[config.mk]
export PLATFORM = sky130hd
export DESIGN_NAME = axi_lite_manager
export DESIGN_NICKNAME = d
export VERILOG_FILES = /design/src/rtl/axi_lite_pkg.sv /design/src/rtl/axi_lite_manager.sv
export SDC_FILE = /design/constraint.sdc
export NUM_CORES = 1
export LEC_CHECK = 0
export ABC_AREA = 1
export CAP_MARGIN = 0
export CORE_MARGIN = 1
export CORE_UTILIZATION = 35
export DETAILED_ROUTE_END_ITERATION = 6
export GPL_TIMING_DRIVEN = 0
export PLACE_DENSITY = 0.8
export SYNTH_ARGS = -nofsm -noshare
export SYNTH_HDL_FRONTEND = slang
export SYNTH_SLANG_ARGS = --single-unit
[constraint.sdc]
create_clock -name clk_i -period 1.6 [get_ports clk_i]
set_clock_uncertainty 0.2 [all_clocks]
set_input_delay 0.24 -clock clk_i [delete_from_list [all_inputs] [get_ports clk_i]]
set_output_delay 0.24 -clock clk_i [all_outputs]
set_load 0.01 [all_outputs]
[src/rtl/axi_lite_pkg.sv]
// axi_lite_pkg: shared AXI-Lite response codes, manager state encoding and default prot.
package axi_lite_pkg;
   typedef enum logic [1:0] {OKAY = 2'd0, EXOKAY = 2'd1, SLVERR = 2'd2, DECERR = 2'd3} axi_resp_e;
   typedef enum logic [2:0] {IDLE, WR_AW_W, WR_B, RD_AR, RD_R, RSP} mgr_state_e;
   localparam logic [2:0] AXIL_PROT_DEFAULT = 3'b000;
endpackage

[src/rtl/axi_lite_manager.sv]
// axi_lite_manager: single-outstanding AXI4-Lite manager behind a local valid/ready command/response port.
// Define AXIL_MGR_TIMEOUT_EN to add the per-state watchdog and the sticky timeout_o output.
module axi_lite_manager
   import axi_lite_pkg::*;
#(
   parameter int         AXIL_ADDR_WIDTH = 32,
   parameter int         AXIL_DATA_WIDTH = 32,
   parameter logic [2:0] AXIL_PROT       = AXIL_PROT_DEFAULT,
   parameter int         TIMEOUT_CYCLES  = 1024,
   localparam int        AXILSizeBytes   = AXIL_DATA_WIDTH / 8
) (
   input  logic                       clk_i,
   input  logic                       rstn_i,
`ifdef AXIL_MGR_TIMEOUT_EN
   output logic                       timeout_o,
`endif
   input  logic                       req_valid_i,
   output logic                       req_ready_o,
   input  logic                       req_we_i,
   input  logic [AXIL_ADDR_WIDTH-1:0] req_addr_i,
   input  logic [AXIL_DATA_WIDTH-1:0] req_wdata_i,
   input  logic [AXILSizeBytes-1:0]   req_wstrb_i,
   output logic                       rsp_valid_o,
   input  logic                       rsp_ready_i,
   output logic                       rsp_we_o,
   output logic [AXIL_DATA_WIDTH-1:0] rsp_rdata_o,
   output logic [1:0]                 rsp_resp_o,
   output logic [AXIL_ADDR_WIDTH-1:0] aw_addr_o,
   output logic [2:0]                 aw_prot_o,
   output logic                       aw_valid_o,
   input  logic                       aw_ready_i,
   output logic [AXIL_DATA_WIDTH-1:0] w_data_o,
   output logic [AXILSizeBytes-1:0]   w_strb_o,
   output logic                       w_valid_o,
   input  logic                       w_ready_i,
   input  logic [1:0]                 b_resp_i,
   input  logic                       b_valid_i,
   output logic                       b_ready_o,
   output logic [AXIL_ADDR_WIDTH-1:0] ar_addr_o,
   output logic [2:0]                 ar_prot_o,
   output logic                       ar_valid_o,
   input  logic                       ar_ready_i,
   input  logic [AXIL_DATA_WIDTH-1:0] r_data_i,
   input  logic [1:0]                 r_resp_i,
   input  logic                       r_valid_i,
   output logic                       r_ready_o
);
   mgr_state_e                 state_q, state_d;
   logic                       req_ready_q, req_ready_d;
   logic [AXIL_ADDR_WIDTH-1:0] addr_q, addr_d;
   logic [AXIL_DATA_WIDTH-1:0] wdata_q, wdata_d;
   logic [AXILSizeBytes-1:0]   wstrb_q, wstrb_d;
   logic                       aw_valid_q, aw_valid_d, w_valid_q, w_valid_d, b_ready_q, b_ready_d;
   logic                       ar_valid_q, ar_valid_d, r_ready_q, r_ready_d;
   logic                       rsp_valid_q, rsp_valid_d, rsp_we_q, rsp_we_d;
   logic [AXIL_DATA_WIDTH-1:0] rsp_rdata_q, rsp_rdata_d;
   logic [1:0]                 rsp_resp_q, rsp_resp_d;
`ifdef AXIL_MGR_TIMEOUT_EN
   localparam int CntW = $clog2(TIMEOUT_CYCLES + 1);
   logic [CntW-1:0] cnt_q, cnt_d;
   logic            timeout_q, timeout_d;
   assign timeout_o = timeout_q;
`endif

   // One address register serves both channels; only one of them is ever valid.
   assign req_ready_o = req_ready_q;
   assign rsp_valid_o = rsp_valid_q;
   assign rsp_we_o    = rsp_we_q;
   assign rsp_rdata_o = rsp_rdata_q;
   assign rsp_resp_o  = rsp_resp_q;
   assign aw_addr_o   = addr_q;
   assign ar_addr_o   = addr_q;
   assign aw_prot_o   = AXIL_PROT;
   assign ar_prot_o   = AXIL_PROT;
   assign aw_valid_o  = aw_valid_q;
   assign w_data_o    = wdata_q;
   assign w_strb_o    = wstrb_q;
   assign w_valid_o   = w_valid_q;
   assign b_ready_o   = b_ready_q;
   assign ar_valid_o  = ar_valid_q;
   assign r_ready_o   = r_ready_q;

   always_comb begin
      state_d     = state_q;
      req_ready_d = req_ready_q;
      addr_d      = addr_q;
      wdata_d     = wdata_q;
      wstrb_d     = wstrb_q;
      aw_valid_d  = aw_valid_q;
      w_valid_d   = w_valid_q;
      b_ready_d   = b_ready_q;
      ar_valid_d  = ar_valid_q;
      r_ready_d   = r_ready_q;
      rsp_valid_d = rsp_valid_q;
      rsp_we_d    = rsp_we_q;
      rsp_rdata_d = rsp_rdata_q;
      rsp_resp_d  = rsp_resp_q;
      case (state_q)
         IDLE: begin
            req_ready_d = 1'b1;
            if (req_valid_i && req_ready_q) begin
               req_ready_d = 1'b0;
               addr_d      = req_addr_i;
               wdata_d     = req_wdata_i;
               wstrb_d     = req_wstrb_i;
               rsp_we_d    = req_we_i;
               rsp_rdata_d = '0;
               aw_valid_d  = req_we_i;
               w_valid_d   = req_we_i;
               ar_valid_d  = !req_we_i;
               state_d     = req_we_i ? WR_AW_W : RD_AR;
            end
         end
         WR_AW_W: begin
            // A deasserted valid doubles as that channel's done flag.
            aw_valid_d = aw_valid_q && !aw_ready_i;
            w_valid_d  = w_valid_q && !w_ready_i;
            if (!aw_valid_d && !w_valid_d) begin
               b_ready_d = 1'b1;
               state_d   = WR_B;
            end
         end
         WR_B: begin
            if (b_valid_i) begin
               rsp_resp_d  = b_resp_i;
               b_ready_d   = 1'b0;
               rsp_valid_d = 1'b1;
               state_d     = RSP;
            end
         end
         RD_AR: begin
            if (ar_ready_i) begin
               ar_valid_d = 1'b0;
               r_ready_d  = 1'b1;
               state_d    = RD_R;
            end
         end
         RD_R: begin
            if (r_valid_i) begin
               rsp_rdata_d = r_data_i;
               rsp_resp_d  = r_resp_i;
               r_ready_d   = 1'b0;
               rsp_valid_d = 1'b1;
               state_d     = RSP;
            end
         end
         RSP: begin
            if (rsp_ready_i) begin
               rsp_valid_d = 1'b0;
               state_d     = IDLE;
            end
         end
         default: state_d = IDLE;
      endcase
`ifdef AXIL_MGR_TIMEOUT_EN
      timeout_d = timeout_q;
      cnt_d     = (state_d != state_q) ? '0 : cnt_q + 1'b1;
      if (state_q inside {WR_AW_W, WR_B, RD_AR, RD_R} && state_d == state_q &&
          cnt_q == CntW'(TIMEOUT_CYCLES - 1)) begin
         aw_valid_d  = 1'b0;
         w_valid_d   = 1'b0;
         b_ready_d   = 1'b0;
         ar_valid_d  = 1'b0;
         r_ready_d   = 1'b0;
         rsp_resp_d  = DECERR;
         rsp_rdata_d = '0;
         rsp_valid_d = 1'b1;
         timeout_d   = 1'b1;
         cnt_d       = '0;
         state_d     = RSP;
      end
`endif
   end

   always_ff @(posedge clk_i or negedge rstn_i) begin
      if (!rstn_i) begin
         state_q     <= IDLE;
         req_ready_q <= 1'b0;
         addr_q      <= '0;
         wdata_q     <= '0;
         wstrb_q     <= '0;
         aw_valid_q  <= 1'b0;
         w_valid_q   <= 1'b0;
         b_ready_q   <= 1'b0;
         ar_valid_q  <= 1'b0;
         r_ready_q   <= 1'b0;
         rsp_valid_q <= 1'b0;
         rsp_we_q    <= 1'b0;
         rsp_rdata_q <= '0;
         rsp_resp_q  <= '0;
      end else begin
         state_q     <= state_d;
         req_ready_q <= req_ready_d;
         addr_q      <= addr_d;
         wdata_q     <= wdata_d;
         wstrb_q     <= wstrb_d;
         aw_valid_q  <= aw_valid_d;
         w_valid_q   <= w_valid_d;
         b_ready_q   <= b_ready_d;
         ar_valid_q  <= ar_valid_d;
         r_ready_q   <= r_ready_d;
         rsp_valid_q <= rsp_valid_d;
         rsp_we_q    <= rsp_we_d;
         rsp_rdata_q <= rsp_rdata_d;
         rsp_resp_q  <= rsp_resp_d;
      end
   end

`ifdef AXIL_MGR_TIMEOUT_EN
   always_ff @(posedge clk_i or negedge rstn_i) begin
      if (!rstn_i) begin
         cnt_q     <= '0;
         timeout_q <= 1'b0;
      end else begin
         cnt_q     <= cnt_d;
         timeout_q <= timeout_d;
      end
   end
`endif
endmodule

==> flow_metrics.tcl, run 1 <==
set metrics [dict create \
    ys_ff_latch 113 \
    placedCellCount 1011 \
    ys_warn_count 0 \
    ys_types 21 \
    syn_to_final_growth_pct 75.4 \
    insertion_delay_ns 0.40 \
    critPathTopFamily "simple AND/OR/NAND/NOR gates" \
    wl_mm 15.7 \
    cp_slowest_stage_delay_ns 0.42 \
    ios 262 \
    path_class "reg2reg" \
    drv_cap 0 \
    final_max_slew_viol_count 0 \
    r2r_slack_ns 0.01 \
    critical_path_arrival_ns 1.67 \
    die_width_um 120 \
    cp_slowest_cell "dfrtp_2" \
    grt_pass1_wl_mm 25.0 \
    avgSynthCellArea_um2 8.43 \
    postLayoutCoreUtil_pct 63.6 \
    hpwl_mm 10.9 \
    clk_pin_slew_ns 0.05 \
    hold_viol_final 0 \
    track_usage_pct 22.7 \
    crit_top_cell "nand2_1" \
    cp-end-kind "register" \
    hp-class "in2async" \
    drt-pass1-iter-count 6 \
    vias_per_cell 4.49 \
    floorplan.rows 42 \
    setup_viol 0 \
    drc 0 \
    core_area_mm2 0.0133 \
    rsz0062_at_grt "true" \
    antenna_found_initial 0 \
    max_clock_freq_mhz 630 \
    ant_nets 0 \
    final_cell_area_mm2 0.00849 \
    drive_gt1_share_pct 19.9 \
    grt_overflow_total 0 \
    crit_buf_inv 2 \
    synth-seq-area-share_pct 58.4 \
    instances_no_fill 1069 \
    crit_chain "nor2_4, nand4_4, buf_8, buf_2, nand2_1, nand2_1" \
    syn-cell-area_mm2 0.00484 \
    worstPathRequired_ns 1.68 \
    powerDensity_mw_per_mm2 1960 \
    initial_core_util_pct 36.2 \
    outcome "complete, no violations" \
    port_buffers 255 \
    numClockSinks 113 \
    finalWeightedCongestion 0.812 \
    dpl_cell_area_mm2 0.00766 \
    wire_per_inst_um 14.7 \
    period_needed_ns 1.59 \
    clockRootBuffer "clkbuf_16" \
    grt_max_degree 66 \
    die_y_um 120 \
    syn_inst 574 \
    cts_max_level 4 \
    layout.nets 994 \
    dieArea_mm2 0.0143 \
    tritoncts "done" \
    n_antenna_cell 0 \
    cts_buffers 17 \
    grt_pass1_vias 4823 \
    path_max_fanout 10 \
    min_period_over_period_pct 99.2 \
    finalPower_w 0.0166 \
    num_vias 4799 \
    p_leak_nw 4.70 \
    max-vdd-ir-drop_mv 0.957 \
    drt_iter0_drc 344 \
    worst_setup_path_start_kind "register" \
    cts_buffer_depth 2 \
]
[power breakdown]
group | internal (W) | total, W | switching, W | leakage, nW
clock network | 0.00285 | 0.00412 | 0.00127 | 0.321
registers | 0.00419 | 0.00499 | 0.000802 | 1.43
logic | 0.00377 | 0.00750 | 0.00373 | 2.95
total | 0.0108 | 0.0166 | 0.00581 | 4.70
[state kept, by name, indices dropped and copies added, names as in the netlist]
register,cells
rsp_resp_o,2
aw_valid_o,1
w_data_o,32
state_q,3
w_strb_o,4
ar_valid_o,1
r_ready_o,1
req_ready_o,1
b_ready_o,1
rsp_we_o,1
rsp_valid_o,1
ar_addr_o,32
w_valid_o,1
rsp_rdata_o,32
[synth_stat cells]
library cell | n | area share (%)
nand3_1 | 42 | 4.3
nand4_1 | 3 | 0.39
a21oi_1 | 2 | 0.21
inv_1 | 19 | 1.5
clkbuf_1 | 3 | 0.23
buf_2 | 19 | 2.0
dfrtp_1 | 113 | 58
o21a_1 | 1 | 0.16
buf_1 | 1 | 0.078
inv_2 | 1 | 0.078
buf_4 | 39 | 6.1
nor2_4 | 1 | 0.23
nor2_1 | 4 | 0.31
or2_2 | 1 | 0.13
nand4_2 | 1 | 0.26
o21ai_0 | 6 | 0.62
nand3_2 | 1 | 0.21
a21boi_0 | 1 | 0.16
buf_6 | 1 | 0.23
conb_1 | 1 | 0.078
nand2_1 | 314 | 24
[cell type report]
cell class	instances	area [um^2]
clock inverter	9	150
fill	1158	4860
timing repair buffer	293	2730
inverter	20	77.6
tap	176	220
sequential	113	2830
multi-input combinational	383	1600
clock buffer	23	508
buffer	52	370
[metrics by stage]
stage          setup slack (ns)  hold slack, ns  TNS [ns]
6_report                 0.0123           0.162         0
5_1_grt                 -0.0728           0.155     -2.69
4_1_cts                 0.00149           0.153         0
3_5_place_dp             -0.310          0.0132    -27.90
3_3_place_gp              -4.35           0.261   -515.33
2_1_floorplan            0.0757          -0.256         0
[placed cells by master (no fill, tap or decap), types with 13 or more instances in the layout]
master,synthesis,routed
clkdlybuf4s50_1,0,112
clkbuf_16,0,17
dfrtp_1,113,111
clkbuf_2,0,13
buf_4,39,52
dlygate4sd2_1,0,109
nand2_1,314,306
buf_2,19,14
inv_1,19,13
buf_6,1,37
nand3_1,42,39
[logic make-up after synthesis]
group           share of synthesized area (%)
simple gates                             30.2
buf+inv                                  10.1
flops                                    58.4
other cells                            0.0775
compound gates                           1.14
[layer usage]
metal	global-route usage (%)	vias to the layer above	wire length (um)
met5	0	-	0
met4	8.44	0	277
met3	7.65	24	1290
met2	39.3	207	8020
met1	25.8	2235	6100
li1	-	2333	-
[timing repair]
| action | 4_1_cts | 5_1_grt |
|---|---|---|
| endpoints found under the setup margin | 248 | 130 |
| gates resized for setup | 270 | 36 |
| buffers inserted | 42 | 4 |
| pin swaps | 1 | 1 |
| hold endpoints to repair | 48 | 0 |
| hold buffers | 1 | 0 |
[path summary, 6_finish.rpt]
| check | start | endpoint | depth (start not counted) |
|---|---|---|---|
| setup reg to reg | state_q[0]$_DFFE_PN0P_ | ar_addr_o[8]$_DFFE_PN0P_ | 6 |
| setup / recovery | state_q[0]$_DFFE_PN0P_ | ar_addr_o[8]$_DFFE_PN0P_ | 6 |
| min in group clk_i | r_data_i[4] | rsp_rdata_o[4]$_DFFE_PN0P_ | 3 |
| hold reg to reg | w_data_o[16]$_DFFE_PN0P_ | w_data_o[16]$_DFFE_PN0P_ | 2 |
| max in group asynchronous | rstn_i | state_q[1]$_DFFE_PN0P_ | 3 |
| hold / removal | rstn_i | w_data_o[5]$_DFFE_PN0P_ | 2 |
Power figures use the tool's default switching activity.
==> run 2, diff against run 1 <==
clock period = 1.3 ns   (was 1.6 ns; I/O delays follow)
==> run 2 against run 1 <==
The flow now finishes with violations (setup timing). Cell area increased by 10%. Cell count increased by 5.1%. Non-clock buffer count increased by 54. Critical path depth increased by 1. Utilization increased by 6.6 points. Die area unchanged.
==> flow_metrics.tcl, run 2 (synthesized netlist as in run 1, its figures left out) <==
set metrics [dict create \
    p_leak_nw 5.01 \
    min_period_over_period_pct 128 \
    hp-class "in2async" \
    drive_gt1_share_pct 41.7 \
    reg2reg_from "state_q[2]$_DFFE_PN0P_" \
    regArea_mm2 0.00283 \
    multi_input_area_mm2 0.00182 \
    rsz0062_at_grt "true" \
    core_area_mm2 0.0133 \
    wl_mm 17.9 \
    cp_slowest_stage_delay_ns 0.43 \
    worst-r2r-cell-count 7 \
    ios 262 \
    finalWeightedCongestion 0.817 \
    cp-end-kind "register" \
    layout.nets 1048 \
    syn_to_final_growth_pct 93.7 \
    timing.rr.end "w_data_o[27]$_DFFE_PN0P_" \
    mostFrequentLayoutCells "nand2_1 (268), buf_6 (113), clkdlybuf4s50_1 (112)" \
    numClockSinks 113 \
    max-vdd-ir-drop_mv 1.27 \
    dieArea_mm2 0.0143 \
    final_cell_area_mm2 0.00937 \
    floorplan.rows 42 \
    crit_chain "inv_2, nand4_4, buf_12, buf_16, clkbuf_16, nand2_4, nand2_1" \
    path_class "reg2reg" \
    cts_buffer_depth 2 \
    layout_setup_ws_ns -0.359 \
    final_max_slew_viol_count 0 \
    drv_cap 0 \
    grt_pass1_vias 4715 \
    critical_path_arrival_ns 1.75 \
    ant_nets 0 \
    grt_overflow_total 0 \
    vias_per_cell 4.58 \
    clk_pin_slew_ns 0.06 \
    cp_slowest_cell "dfrtp_1" \
    initial_core_util_pct 36.2 \
    wire_per_inst_um 16.0 \
    grt_max_degree 61 \
    die_width_um 120 \
    worst_setup_path_start_kind "register" \
    antenna_found_initial 0 \
    r2r_slack_ns -0.36 \
    clockRootBuffer "clkbuf_16" \
    dpl_cell_area_mm2 0.00775 \
    hold_viol_final 0 \
    grt_pass1_wl_mm 24.4 \
    drc 0 \
    period_needed_ns 1.66 \
    powerDensity_mw_per_mm2 2490 \
    path_max_fanout 8 \
    violations "setup timing" \
    drt-pass1-iter-count 4 \
    hpwl_mm 11.0 \
    tns_ns -41.52 \
    track_usage_pct 22.3 \
    cts_buffers 17 \
    tritoncts "done" \
    insertion_delay_ns 0.41 \
    outcome "finished, violations left" \
    setup_viol 255 \
    n_antenna_cell 0 \
    num_vias 5148 \
    cts_max_level 4 \
    max_clock_freq_mhz 603 \
    drt_iter0_drc 233 \
    die_y_um 120 \
    final_common_cell "nand2_1" \
    port_buffers 255 \
    worstPathRequired_ns 1.39 \
    fillers 963 \
]
run 2: changes by cell type in the layout (fill, tap and decap cells not counted), sizes merged:
cell,change
clkinvlp,+1
bufinv,-1
buf,+174
clkbuf,-10
clkdlybuf4s15,-1
dlygate4sd2,-109
run 2: area by class of cell:
cell class / count / share of cell area (%)
buffer: 62 / 7.36
clock inverter: 9 / 1.36
tap: 176 / 2.35
sequential: 113 / 30.2
clock buffer: 23 / 5.31
multi-input combinational: 383 / 19.5
inverter: 20 / 0.935
timing repair buffer: 337 / 33.0
run 2: worst max-delay path: cells and delay by family, from the launching register on:
family	cells	cell delay (ns)
buffers and inverters	4	0.65
flip-flops	1	0.43
AND/OR/NAND/NOR	3	0.25
run 2: through the flow:
step	hold WS (ns)	total power, W	utilization [%]	std cells	setup WS (ns)
finish	0.0897	0.0233	70.2	1123	-0.359
global route	0.110	0.0245	70.2	1123	-0.410
CTS	0.0958	0.0213	64.8	1083	-0.283
detailed placement	-0.0121	0.0158	58.1	1011	-0.495
global placement	0.254	0.0156	57.8	1010	-5.15
floorplan	-0.301	0.0104	-	579	-0.185
run 2: timing repair:
action,in CTS,in global routing
setup endpoints to repair,254,305
cloned,2,4
hold buffers,1,0
setup buffers,37,38
gates resized for setup,719,97
pin swaps,2,15
hold endpoints to repair,84,0
run 2: routing by layer:
layer / up-vias / wire, um / GRT usage, %
met2: 233 / 9560 / 38.7
met4: 0 / 498 / 8.28
li1: 2440 / - / -
met5: - / 0 / 0
met3: 41 / 1380 / 7.56
met1: 2434 / 6490 / 25.4
run 2: power by group:
part	total (W)	internal [W]	switching [W]	leakage, nW
registers	0.00643	0.00516	0.00127	1.43
clock network	0.00489	0.00326	0.00164	0.301
logic	0.0120	0.00663	0.00533	3.28
run 2: how the worst max path moves through the flow:
stage	start	endpoint	slack [ns]	depth (start not counted)
6_report	state_q[2]$_DFFE_PN0P_	w_data_o[27]$_DFFE_PN0P_	-0.36	7
3_5_place_dp	req_valid_i	ar_addr_o[29]$_DFFE_PN0P_	-0.49	7
3_3_place_gp	rstn_i	state_q[1]$_DFFE_PN0P_	-5.15	1
4_1_cts	state_q[1]$_DFFE_PN0P_	rsp_resp_o[1]$_DFFE_PN0P_	-0.28	9
2_1_floorplan	state_q[0]$_DFFE_PN0P_	rsp_rdata_o[10]$_DFFE_PN0P_	-0.19	6
5_1_grt	state_q[2]$_DFFE_PN0P_	ar_addr_o[24]$_DFFE_PN0P_	-0.41	8
